$ cat src/rtl/cache_pkg.sv
// Shared widths and write-back FSM encoding for the cache line movers.
package cache_pkg;

  localparam int DATA_W         = 32;
  localparam int INDEX_W        = 6;
  localparam int TAG_W          = 4;
  localparam int WORD_W         = 3;
  localparam int WORDS_PER_LINE = 2 ** WORD_W;
  localparam int CADDR_W        = INDEX_W + WORD_W;
  localparam int MADDR_W        = TAG_W + INDEX_W + WORD_W;

  localparam logic [WORD_W-1:0] LAST_WORD = WORD_W'(WORDS_PER_LINE - 1);

  typedef enum logic [1:0] {
    WB_IDLE  = 2'd0,
    WB_PRIME = 2'd1,
    WB_WRITE = 2'd2,
    WB_DONE  = 2'd3
  } wb_state_e;

endpackage

$ cat src/rtl/cache_writeback.sv
// Evicts one dirty 8-word line from the cache data array to main memory.
// Optional CACHE_WB_CLEAN_SKIP_EN: a start with dirty=0 goes straight to DONE.
//
// state | meaning
// IDLE  | waiting for start, counter held at 0
// PRIME | first cache read in flight, first memory write registered
// WRITE | one memory write per cycle, counter 0..7
// DONE  | transfer finished, done pulses on the following cycle
module cache_writeback
  import cache_pkg::*;
(
  input  logic               i_clk,
  input  logic               i_rst_n,
  input  logic               i_start,
  input  logic [TAG_W-1:0]   i_victim_tag,
  input  logic [INDEX_W-1:0] i_index,
  input  logic               i_dirty,
  output logic [CADDR_W-1:0] o_cache_data_addr,
  input  logic [DATA_W-1:0]  i_cache_data_dout,
  output logic [MADDR_W-1:0] o_main_mem_addr,
  output logic [DATA_W-1:0]  o_main_mem_din,
  output logic               o_main_mem_we,
  output logic               o_busy,
  output logic               o_done
);

  wb_state_e           r_state;
  wb_state_e           w_state_nxt;
  logic [WORD_W-1:0]   r_cnt;
  logic [TAG_W-1:0]    r_tag_q;
  logic [INDEX_W-1:0]  r_index_q;
  logic [CADDR_W-1:0]  r_cache_addr;
  logic [MADDR_W-1:0]  r_mem_addr;
  logic                r_we;
  logic                r_done;

  logic [WORD_W-1:0]   w_cnt_nxt;
  logic [WORD_W-1:0]   w_cnt_p1;
  logic [WORD_W-1:0]   w_cnt_p2;
  logic [TAG_W-1:0]    w_tag_nxt;
  logic [INDEX_W-1:0]  w_idx_nxt;
  logic [CADDR_W-1:0]  w_caddr_nxt;
  logic [MADDR_W-1:0]  w_maddr_nxt;
  logic                w_we_nxt;
  logic                w_done_nxt;
  logic                w_last;
  logic                w_clean_skip;

`ifdef CACHE_WB_CLEAN_SKIP_EN
  assign w_clean_skip = ~i_dirty;
`else
  logic w_unused_dirty;
  assign w_unused_dirty = i_dirty;
  assign w_clean_skip   = 1'b0;
`endif

  assign w_cnt_p1 = r_cnt + WORD_W'(1);
  assign w_cnt_p2 = r_cnt + WORD_W'(2);
  assign w_last   = (r_cnt == LAST_WORD);

  always_ff @(posedge i_clk or negedge i_rst_n) begin
    if (!i_rst_n) r_state <= WB_IDLE;
    else          r_state <= w_state_nxt;
  end

  always_comb begin
    w_state_nxt = r_state;
    case (r_state)
      WB_IDLE:  if (i_start) w_state_nxt = w_clean_skip ? WB_DONE : WB_PRIME;
      WB_PRIME: w_state_nxt = WB_WRITE;
      WB_WRITE: if (w_last) w_state_nxt = WB_DONE;
      WB_DONE:  w_state_nxt = WB_IDLE;
      default:  w_state_nxt = WB_IDLE;
    endcase
  end

  // Cache address runs one word ahead of memory to cover the 1-cycle read latency.
  always_comb begin
    w_cnt_nxt   = r_cnt;
    w_tag_nxt   = r_tag_q;
    w_idx_nxt   = r_index_q;
    w_caddr_nxt = r_cache_addr;
    w_maddr_nxt = r_mem_addr;
    w_we_nxt    = 1'b0;
    w_done_nxt  = 1'b0;
    case (r_state)
      WB_IDLE: begin
        w_cnt_nxt = '0;
        if (i_start && !w_clean_skip) begin
          w_tag_nxt   = i_victim_tag;
          w_idx_nxt   = i_index;
          w_caddr_nxt = {i_index, WORD_W'(0)};
        end
      end
      WB_PRIME: begin
        w_cnt_nxt   = '0;
        w_caddr_nxt = {r_index_q, WORD_W'(1)};
        w_maddr_nxt = {r_tag_q, r_index_q, WORD_W'(0)};
        w_we_nxt    = 1'b1;
      end
      WB_WRITE: begin
        w_cnt_nxt   = w_cnt_p1;
        w_caddr_nxt = {r_index_q, w_cnt_p2};
        w_maddr_nxt = {r_tag_q, r_index_q, w_cnt_p1};
        w_we_nxt    = ~w_last;
      end
      WB_DONE: w_done_nxt = 1'b1;
      default: ;
    endcase
  end

  always_ff @(posedge i_clk or negedge i_rst_n) begin
    if (!i_rst_n) begin
      r_cnt        <= '0;
      r_tag_q      <= '0;
      r_index_q    <= '0;
      r_cache_addr <= '0;
      r_mem_addr   <= '0;
      r_we         <= 1'b0;
      r_done       <= 1'b0;
    end else begin
      r_cnt        <= w_cnt_nxt;
      r_tag_q      <= w_tag_nxt;
      r_index_q    <= w_idx_nxt;
      r_cache_addr <= w_caddr_nxt;
      r_mem_addr   <= w_maddr_nxt;
      r_we         <= w_we_nxt;
      r_done       <= w_done_nxt;
    end
  end

  assign o_cache_data_addr = r_cache_addr;
  assign o_main_mem_addr   = r_mem_addr;
  assign o_main_mem_din    = i_cache_data_dout;
  assign o_main_mem_we     = r_we;
  assign o_done            = r_done;
  assign o_busy            = (r_state != WB_IDLE);

endmodule

$ cat config.mk
export PLATFORM = sky130hd
export DESIGN_NAME = cache_writeback
export DESIGN_NICKNAME = d
export VERILOG_FILES = /design/src/rtl/cache_pkg.sv /design/src/rtl/cache_writeback.sv
export SDC_FILE = /design/constraint.sdc
export NUM_CORES = 1
export LEC_CHECK = 0
export CAP_MARGIN = 20
export CORE_MARGIN = 2
export CORE_UTILIZATION = 50
export CTS_BUF_LIST = sky130_fd_sc_hd__clkbuf_4
export DETAILED_ROUTE_END_ITERATION = 16
export DONT_BUFFER_PORTS = 1
export PLACE_DENSITY = 0.68
export SLEW_MARGIN = 10
export SYNTH_ARGS = -nofsm -noshare
export SYNTH_HDL_FRONTEND = slang
export SYNTH_SLANG_ARGS = --single-unit
$ cat constraint.sdc
create_clock -name i_clk -period 1.55 [get_ports i_clk]
set_input_delay 0.31 -clock i_clk [delete_from_list [all_inputs] [get_ports i_clk]]
set_output_delay 0.31 -clock i_clk [all_outputs]
set_load 0.1 [all_outputs]
# Word-level counts from Yosys, hierarchy flattened
# Index checks and enable logic that the tools add are counted.
# op_classes
reduce_logical,9
n_eq_ne,6
n_addsub,2
bitwise_logic,1
muxes,9
# op_table
op,count
$pmux W9 S3,1
$pmux W13 S2,1
$mux W9,1
$pmux W2 S4,1
$pmux W3 S2,1
$reduce_and A2 Y1,3
$reduce_bool A2 Y1,3
$eq A2 B2 Y1 const B,2
$mux W2,2
$ne A2 B2 Y1 const B,2
$add A3 B1 Y3 const B,1
$add A3 B2 Y3 const B,1
$eq A3 B3 Y1 const B,1
$reduce_bool A3 Y1,1
$eq A2 B1 Y1 const B,1
$logic_not A2 Y1,1
$pmux W1 S2,1
$reduce_or A2 Y1,1
$mux W1,1
$not A1 Y1,1
# word_totals
register_bits,39
inputBits,46
output_inout_bits,57
word_cells,35

# Longest topological paths before layout
# Gate-level depths: netlist (run 1).
# logic_depth
depth_word,3
ltp_mapped,7
mapped_depth_nobuf,5

# Least setup slack after synthesis (run 1)
# OpenSTA, ideal clock, no wires.
# synth_path
path_type,reg-to-reg
start,reg r_state[0]
end,reg r_cache_addr[0] (netlist: o_cache_data_addr[0])
required_ns,1.463
stages_incl_launch_ff,6
synth_period_minus_slack_ns,1.844
setup_time_ns,0.087
arrival_ns,1.757
path_buffers,0
slack_ns,-0.294
path_cell_list,dfrtp_1 -> inv_1 -> ha_1 -> inv_1 -> o21ai_0 -> o22ai_4
# synth_between
elab_chain_cells,3
elab_cells_between_ends,7
classes_between,3 x eq/ne; 1 x mux; 3 x reduce/logical
# synth_rtl
element,line,source
start: declaration,cache_writeback.sv:27,wb_state_e r_state;
start signal: assignment,cache_writeback.sv:63,else r_state <= w_state_nxt;
$eq A2 B2 Y1 (tied with other cells),cache_writeback.sv:86,case (r_state)
$reduce_bool A3 Y1 (no source line) or $ne A2 B2 Y1 (tied branches),--,
$reduce_and A2 Y1 (no source line),--,
end signal: assignment,cache_writeback.sv:125,r_cache_addr <= w_caddr_nxt;
end: declaration,cache_writeback.sv:32,logic [CADDR_W-1:0] r_cache_addr;
# Several ways; a longest one is shown, not always the timed one.
# A chain may end at the register's enable or synchronous reset.

# Worst setup path in the final report (run 1)
# layout_path
start,reg r_state[0]
end,out o_busy
# layout_between
elab_chain_cells,1
# layout_rtl
element,line,source
$reduce_bool A2 Y1,cache_writeback.sv:137,assign o_busy = (r_state != WB_IDLE);
end: declaration,cache_writeback.sv:23,"output logic o_busy,"
# Every way passes these cells.

==> impl_summary.log, run 1 <==
[metrics] outcome: finished with violations
[metrics] violated checks: negative setup slack
[metrics] post-synthesis sequential element count: 39
[metrics] library cells used by synthesis: 27
[metrics] clock insertion delay at the later pin of the skew report: 0.34 ns
[metrics] Via-to-Cell Ratio: 5.26
[metrics] number of synthesis warnings: 0
[metrics] fillcell total: 314
[metrics] Mapped Area: 0.00197 mm^2
[metrics] vertical die dimension: 66.8 um
[metrics] clock tree buffer depth: 2
[metrics] commonest cells after routing, fill and taps aside: dfrtp_1, buf_4, mux2_2
[metrics] number of iterations in the first detailed-routing pass: 4
[metrics] synthesis-to-finish area growth: 6.15%
[metrics] synthesized-area fraction occupied by ao, oa, aoi and oai cells: 0.0933
[metrics] synthesized-area fraction occupied by adder cells: 0.0444
[metrics] maximum number of pins on one net before global-route repair: 40
[metrics] global-route track usage on met3: 0.0845
[metrics] startpoint of the lowest-slack register-to-register path: r_state[1]$_DFFE_PN0P_
[metrics] most common cell after layout, fill and taps aside: dfrtp_1
[metrics] fraction of final layout cells with drive strength greater than 1: 0.494
[metrics] post-route cell area: 0.00209 mm^2
[metrics] top-level port count: 103
[metrics] clock-pin slew on the worst setup and hold paths: 0.12 ns
[metrics] Clock Skew: 0.0114 ns
[metrics] Clock Root Buffer: clkbuf_4
[metrics] Total Routing Usage GR: 0.181
[metrics] end point of the worst hold path: r_tag_q[3]$_DFFE_PN0P_
[metrics] initial cell density of the core: 0.531
[metrics] initial antenna violation count: 0
[metrics] actual transition at the worst max-transition pin: 0.513 ns
[metrics] site row count: 22
[metrics] horizontal die dimension: 66.8 um
[metrics] worst endpoint required time: 1.24 ns
[metrics] vias post-DR: 1147
[metrics] number of nets still failing antenna checks after routing: 0
[metrics] number of buffers inserted during clock tree synthesis: 5
[metrics] Hold Path Origin: i_victim_tag[3]
[metrics] number of antenna diodes: 0
[metrics] maximum fanout count along the critical path: 4
[metrics] nets in the synthesized netlist: 220
[metrics] max-cap check violation count: 0
[metrics] Register-to-Register Setup Slack: -0.02 ns
[metrics] post-detailed-route DRC marker count: 0
[metrics] count of buffers from port buffering: 0
[metrics] combinational family with the most area after synthesis: buffers and inverters
[metrics] fraction of the mapped netlist area in simple logic gates: 0.0628
[metrics] crit end category: output port
[metrics] count of placed standard cells including taps: 205
[metrics] final standard cell count with taps included and fillers excluded: 218
[metrics] max-slew violation count: 0
[metrics] final hold slack: 0.109 ns
[metrics] FMAX: 619 MHz
[metrics] post-synthesis mux area share: 0.133
[metrics] worst setup margin: -0.0663 ns
[metrics] Setup Slack @ Placement: 0.0136 ns
[metrics] worst setup path class: flip-flop to output port
[metrics] post-synthesis sequential area ratio: 0.495
[metrics] post-detailed-route wirelength per cell: 16.9 um
[metrics] endpoint of the worst register-to-register path: r_state[1]$_DFFE_PN0P_
[metrics] Initial DRC Count: 53
[metrics] Worst Reg2Reg Path Length in Cells: 5
[metrics] Final Hold Violating Endpoints: 0
[metrics] global-route wire length before repair: 5930 um
[metrics] busiest metal layer after global routing: met2
[metrics] net total in the final layout: 222
[metrics] vias in the first global route: 1227
[metrics] sort of element at the start of the critical path: flip-flop
[metrics] Final min period: 1.62 ns
[metrics] min-delay worst type: input port to flip-flop
[metrics] unrepaired setup endpoints after global routing: yes
[metrics] Routed Wire Length: 3690 um
[metrics] H-tree level count: 2
[metrics] WP data arrival: 1.31 ns
[metrics] met2 Resource Use GR: 0.276
[metrics] placer congestion estimate: 0.837
[metrics] number of failing setup endpoints in the final timing report: 2
[metrics] Worst Hold Path Cells: 1
[metrics] TritonCTS clock tree: built
[metrics] Post-DP Area: 0.00196 mm^2
[metrics] die outline area: 0.00446 mm^2
[metrics] met1 Track Usage GR: 0.202
[metrics] mean cell area of the mapped netlist: 11.8 um^2
[metrics] Worst slew margin: 0.658
[metrics] sum of net half-perimeters after detailed placement: 2700 um
[metrics] xor and xnor area share after synthesis: 0.00444
[metrics] leftover overflow at the end of global routing: 0
[metrics] core area: 0.00372 mm^2
[metrics] final period utilization: 1.04
[metrics] TritonCTS Sinks: 39
[metrics] count of mapped cells out of synthesis: 167
## Yosys cell counts (all sizes together)
library cell   n  area share
buf           37        0.15
nand3b         1      0.0038
o21a           2      0.0076
inv           10       0.019
xor2           1      0.0044
ha             7       0.044
dfrtp         39        0.49
mux2i          1      0.0051
o22ai          1       0.010
nor2b          7       0.022
nand4          1      0.0032
mux2          22        0.13
nor2           6       0.013
nand2          6       0.013
a21oi         14       0.047
o22a           1      0.0044
o21ai          8       0.024
nand3          2      0.0051
nand2b         1      0.0032
## stage by stage
stage	TNS [ns]	utilization
6_report	-0.0854	0.563
2_1_floorplan	-0.0654	-
3_3_place_gp	0	0.528
3_5_place_dp	0	0.528
4_1_cts	-0.0942	0.556
5_1_grt	-0.213	0.563
## critical path, stage by stage (launching register included)
cell and delay (ns):
dfrtp_1 0.42, inv_2 0.09, ha_4 0.17, clkinvlp_4 0.11, buf_8 0.18
## kinds of logic after synthesis
logic type,Yosys count
buf+inv,47
flops,39
compound gates,26
simple gates,24
mux,23
fa+ha+maj,7
xor+xnor,1
## what timing repair did
action | CTS | global route
endpoints found under the setup margin | 4 | 6
endpoints found under the hold margin | 39 | 0
hold buffers | 2 | 0
pin swaps | 0 | 1
buffers inserted | 2 | 1
resized for setup | 3 | 6
cloned | 0 | 0
## final cells by class
class / instances / area, um^2 / share of cell area
clock inverters: 3 / 15.0 / 0.00717
repair buffers: 32 / 263 / 0.126
flip-flops and latches: 39 / 978 / 0.467
multi-input cells: 81 / 698 / 0.334
well taps: 48 / 60.1 / 0.0287
clock buffers: 5 / 37.5 / 0.0179
inverters: 10 / 41.3 / 0.0197
## state kept, by name (all words and copies together), names as in the netlist
| name | count |
|---|---|
| o_main_mem_we | 1 |
| r_cnt | 3 |
| r_tag_q | 4 |
| o_main_mem_addr | 13 |
| o_done | 1 |
| o_cache_data_addr | 9 |
| r_index_q | 6 |
| r_state | 2 |
## how the worst max path moves through the flow
stage                                 from                                to  slack (ns)  cells past startpoint
floorplan           r_state[1]$_DFFE_PN0P_  o_cache_data_addr[0]$_DFFE_PN0P_       -0.07                      5
global placement    r_state[1]$_DFFE_PN0P_  o_cache_data_addr[3]$_DFFE_PN0P_        0.09                      5
detailed placement  r_state[0]$_DFFE_PN0P_            r_state[1]$_DFFE_PN0P_        0.01                      5
CTS                 r_state[1]$_DFFE_PN0P_                            o_busy       -0.09                      4
global route        r_state[0]$_DFFE_PN0P_                            o_busy       -0.12                      4
finish              r_state[0]$_DFFE_PN0P_                            o_busy       -0.07                      4
## layer usage
metal / vias up / part of all wire
li1: 530 / -
met1: 548 / 0.37
met2: 41 / 0.48
met3: 28 / 0.11
met4: 0 / 0.044
met5: - / 0
Power of run 1 is not shown: default switching activity piles up to over one toggle a cycle in this logic, so the estimate is an artifact.
==> inputs of run 2 (changes only) <==
--- a/config.mk
+++ b/config.mk
@@ -7,11 +7,10 @@
 export LEC_CHECK = 0
 export CAP_MARGIN = 20
 export CORE_MARGIN = 2
-export CORE_UTILIZATION = 50
+export CORE_UTILIZATION = 40
 export CTS_BUF_LIST = sky130_fd_sc_hd__clkbuf_4
 export DETAILED_ROUTE_END_ITERATION = 16
 export DONT_BUFFER_PORTS = 1
-export PLACE_DENSITY = 0.68
 export SLEW_MARGIN = 10
 export SYNTH_ARGS = -nofsm -noshare
 export SYNTH_HDL_FRONTEND = slang
==> run 2 against run 1 <==
Effect of this change:
- the flow still finishes with violations (negative setup slack)
- via count down 0.78%
- critical endpoint unchanged
- final cell count is 9.6% higher
- first-iteration DRC count rose by 130%
- core utilization shrank 9.8 points
- maximum frequency increased by 2.9%
==> impl_summary.log, run 2 (synthesis results as in run 1) <==
[metrics] Total Routing Usage GR: 0.137
[metrics] Via-to-Cell Ratio: 4.76
[metrics] leftover overflow at the end of global routing: 0
[metrics] max-slew violation count: 0
[metrics] max-cap check violation count: 0
[metrics] area of the multi-input gates: 714 um^2
[metrics] startpoint of the lowest-slack register-to-register path: r_state[1]$_DFFE_PN0P_
[metrics] horizontal die dimension: 74.2 um
[metrics] commonest cells after routing, fill and taps aside: dfrtp_1, buf_4, mux2_2
[metrics] fraction of final layout cells with drive strength greater than 1: 0.512
[metrics] most common cell after layout, fill and taps aside: dfrtp_1
[metrics] placer congestion estimate: 0.751
[metrics] global-route wire length before repair: 5580 um
[metrics] number of antenna diodes: 0
[metrics] net total in the final layout: 224
[metrics] vias in the first global route: 1189
[metrics] worst endpoint required time: 1.24 ns
[metrics] vias post-DR: 1138
[metrics] crit end category: output port
[metrics] final period utilization: 1.01
[metrics] Routed Wire Length: 3760 um
[metrics] number of iterations in the first detailed-routing pass: 4
[metrics] maximum fanout count along the critical path: 2
[metrics] maximum number of pins on one net before global-route repair: 40
[metrics] vertical die dimension: 74.2 um
[metrics] number of failing setup endpoints in the final timing report: 1
[metrics] clock tree buffer depth: 2
[metrics] Final Util: 0.465
[metrics] TritonCTS clock tree: built
[metrics] Worst slew margin: 0.672
[metrics] Worst Reg2Reg Path Length in Cells: 5
[metrics] H-tree level count: 2
[metrics] unrepaired setup endpoints after global routing: yes
[metrics] worst setup path class: flip-flop to output port
[metrics] WP data arrival: 1.26 ns
[metrics] sum of net half-perimeters after detailed placement: 2610 um
[metrics] top-level port count: 103
[metrics] site row count: 25
[metrics] post-detailed-route wirelength per cell: 15.7 um
[metrics] Register-to-Register Setup Slack: 0.07 ns
[metrics] Largest register FFs: 13
[metrics] outcome: finished with violations
[metrics] Initial DRC Count: 123
[metrics] sort of element at the start of the critical path: flip-flop
[metrics] final total negative setup slack: -0.0203 ns
[metrics] Critical Path Source: r_state[1]$_DFFE_PN0P_
[metrics] Final Hold Violating Endpoints: 0
[metrics] synthesis-to-finish area growth: 11.5%
[metrics] clock insertion delay at the later pin of the skew report: 0.35 ns
[metrics] count of buffers from port buffering: 0
[metrics] min-delay worst type: input port to flip-flop
[metrics] endpoint of the worst register-to-register path: r_state[1]$_DFFE_PN0P_
[metrics] Clock Root Buffer: clkbuf_4
[metrics] area taken by flip-flops and latches: 978 um^2
[metrics] post-detailed-route DRC marker count: 0
[metrics] fillcell total: 440
[metrics] initial antenna violation count: 0
[metrics] TritonCTS Sinks: 39
[metrics] violated checks: negative setup slack
[metrics] CP Capture Point: o_busy
[metrics] core area: 0.00472 mm^2
[metrics] final hold slack: 0.101 ns
[metrics] worst setup margin: -0.0203 ns
[metrics] Clock Skew: 0.0155 ns
[metrics] die outline area: 0.00551 mm^2
[metrics] number of buffers inserted during clock tree synthesis: 5
[metrics] actual transition at the worst max-transition pin: 0.491 ns
[metrics] number of nets still failing antenna checks after routing: 0
[metrics] clock-pin slew on the worst setup and hold paths: 0.13 ns
[metrics] initial cell density of the core: 0.417
[metrics] FMAX: 637 MHz
[metrics] Final min period: 1.57 ns
## run 2: changes by cell type in the layout (fill, tap and decap cells not counted), sizes merged
cell,delta
clkinv,-3
bufinv,+2
mux2,+1
clkbuf,+1
buf,+1
## run 2: layout make-up
class / count / share of cell area
multi-input cells: 82 / 0.325
well taps: 67 / 0.0381
clock inverters: 2 / 0.0273
flip-flops and latches: 39 / 0.445
repair buffers: 33 / 0.125
clock buffers: 6 / 0.0205
inverters: 10 / 0.0188
## run 2: worst max-delay path, stage by stage (launching register included)
cell and delay [ns]:
dfrtp_1 0.41, inv_2 0.08, ha_4 0.15, clkinvlp_4 0.11, buf_12 0.18
## run 2: how the worst min path moves through the flow
stage	cells after the start	end	slack [ns]	startpoint
2_1_floorplan	0	o_cache_data_addr[0]$_DFFE_PN0P_	0.01	i_rst_n
3_3_place_gp	0	o_main_mem_addr[12]$_DFFE_PN0N_	0.02	i_rst_n
3_5_place_dp	0	o_done$_DFF_PN0_	0.02	i_rst_n
4_1_cts	1	r_index_q[0]$_DFFE_PN0P_	0.09	i_index[0]
5_1_grt	1	r_index_q[0]$_DFFE_PN0P_	0.07	i_index[0]
6_report	1	r_index_q[4]$_DFFE_PN0P_	0.10	i_index[4]
## run 2: per-layer routing
metal | part of all wire | vias to the layer above | track usage | routed length, um
met4 | 0.051 | 0 | 0.101 | 191
met1 | 0.37 | 549 | 0.153 | 1400
li1 | - | 527 | - | -
met3 | 0.085 | 23 | 0.0583 | 321
met2 | 0.49 | 39 | 0.210 | 1840
met5 | 0 | - | 0 | 0
## run 2: stage by stage
stage | area [um^2] | cells | worst slack (ns)
6_report | 2200 | 239 | -0.0203
5_1_grt | 2200 | 239 | -0.102
4_1_cts | 2160 | 237 | -0.0409
3_5_place_dp | 1990 | 224 | 0.0197
3_3_place_gp | 1990 | 224 | 0.0852
2_1_floorplan | 1990 | 167 | -0.0654
## run 2: repair_timing
item	in CTS	in global routing
hold buffers	2	0
pin swaps	1	1
gates cloned	0	1
endpoints found under the setup margin	3	8
setup buffers	3	1
resized for setup	6	6
hold endpoints to repair	39	0
Power of run 2 is left out for the same reason.
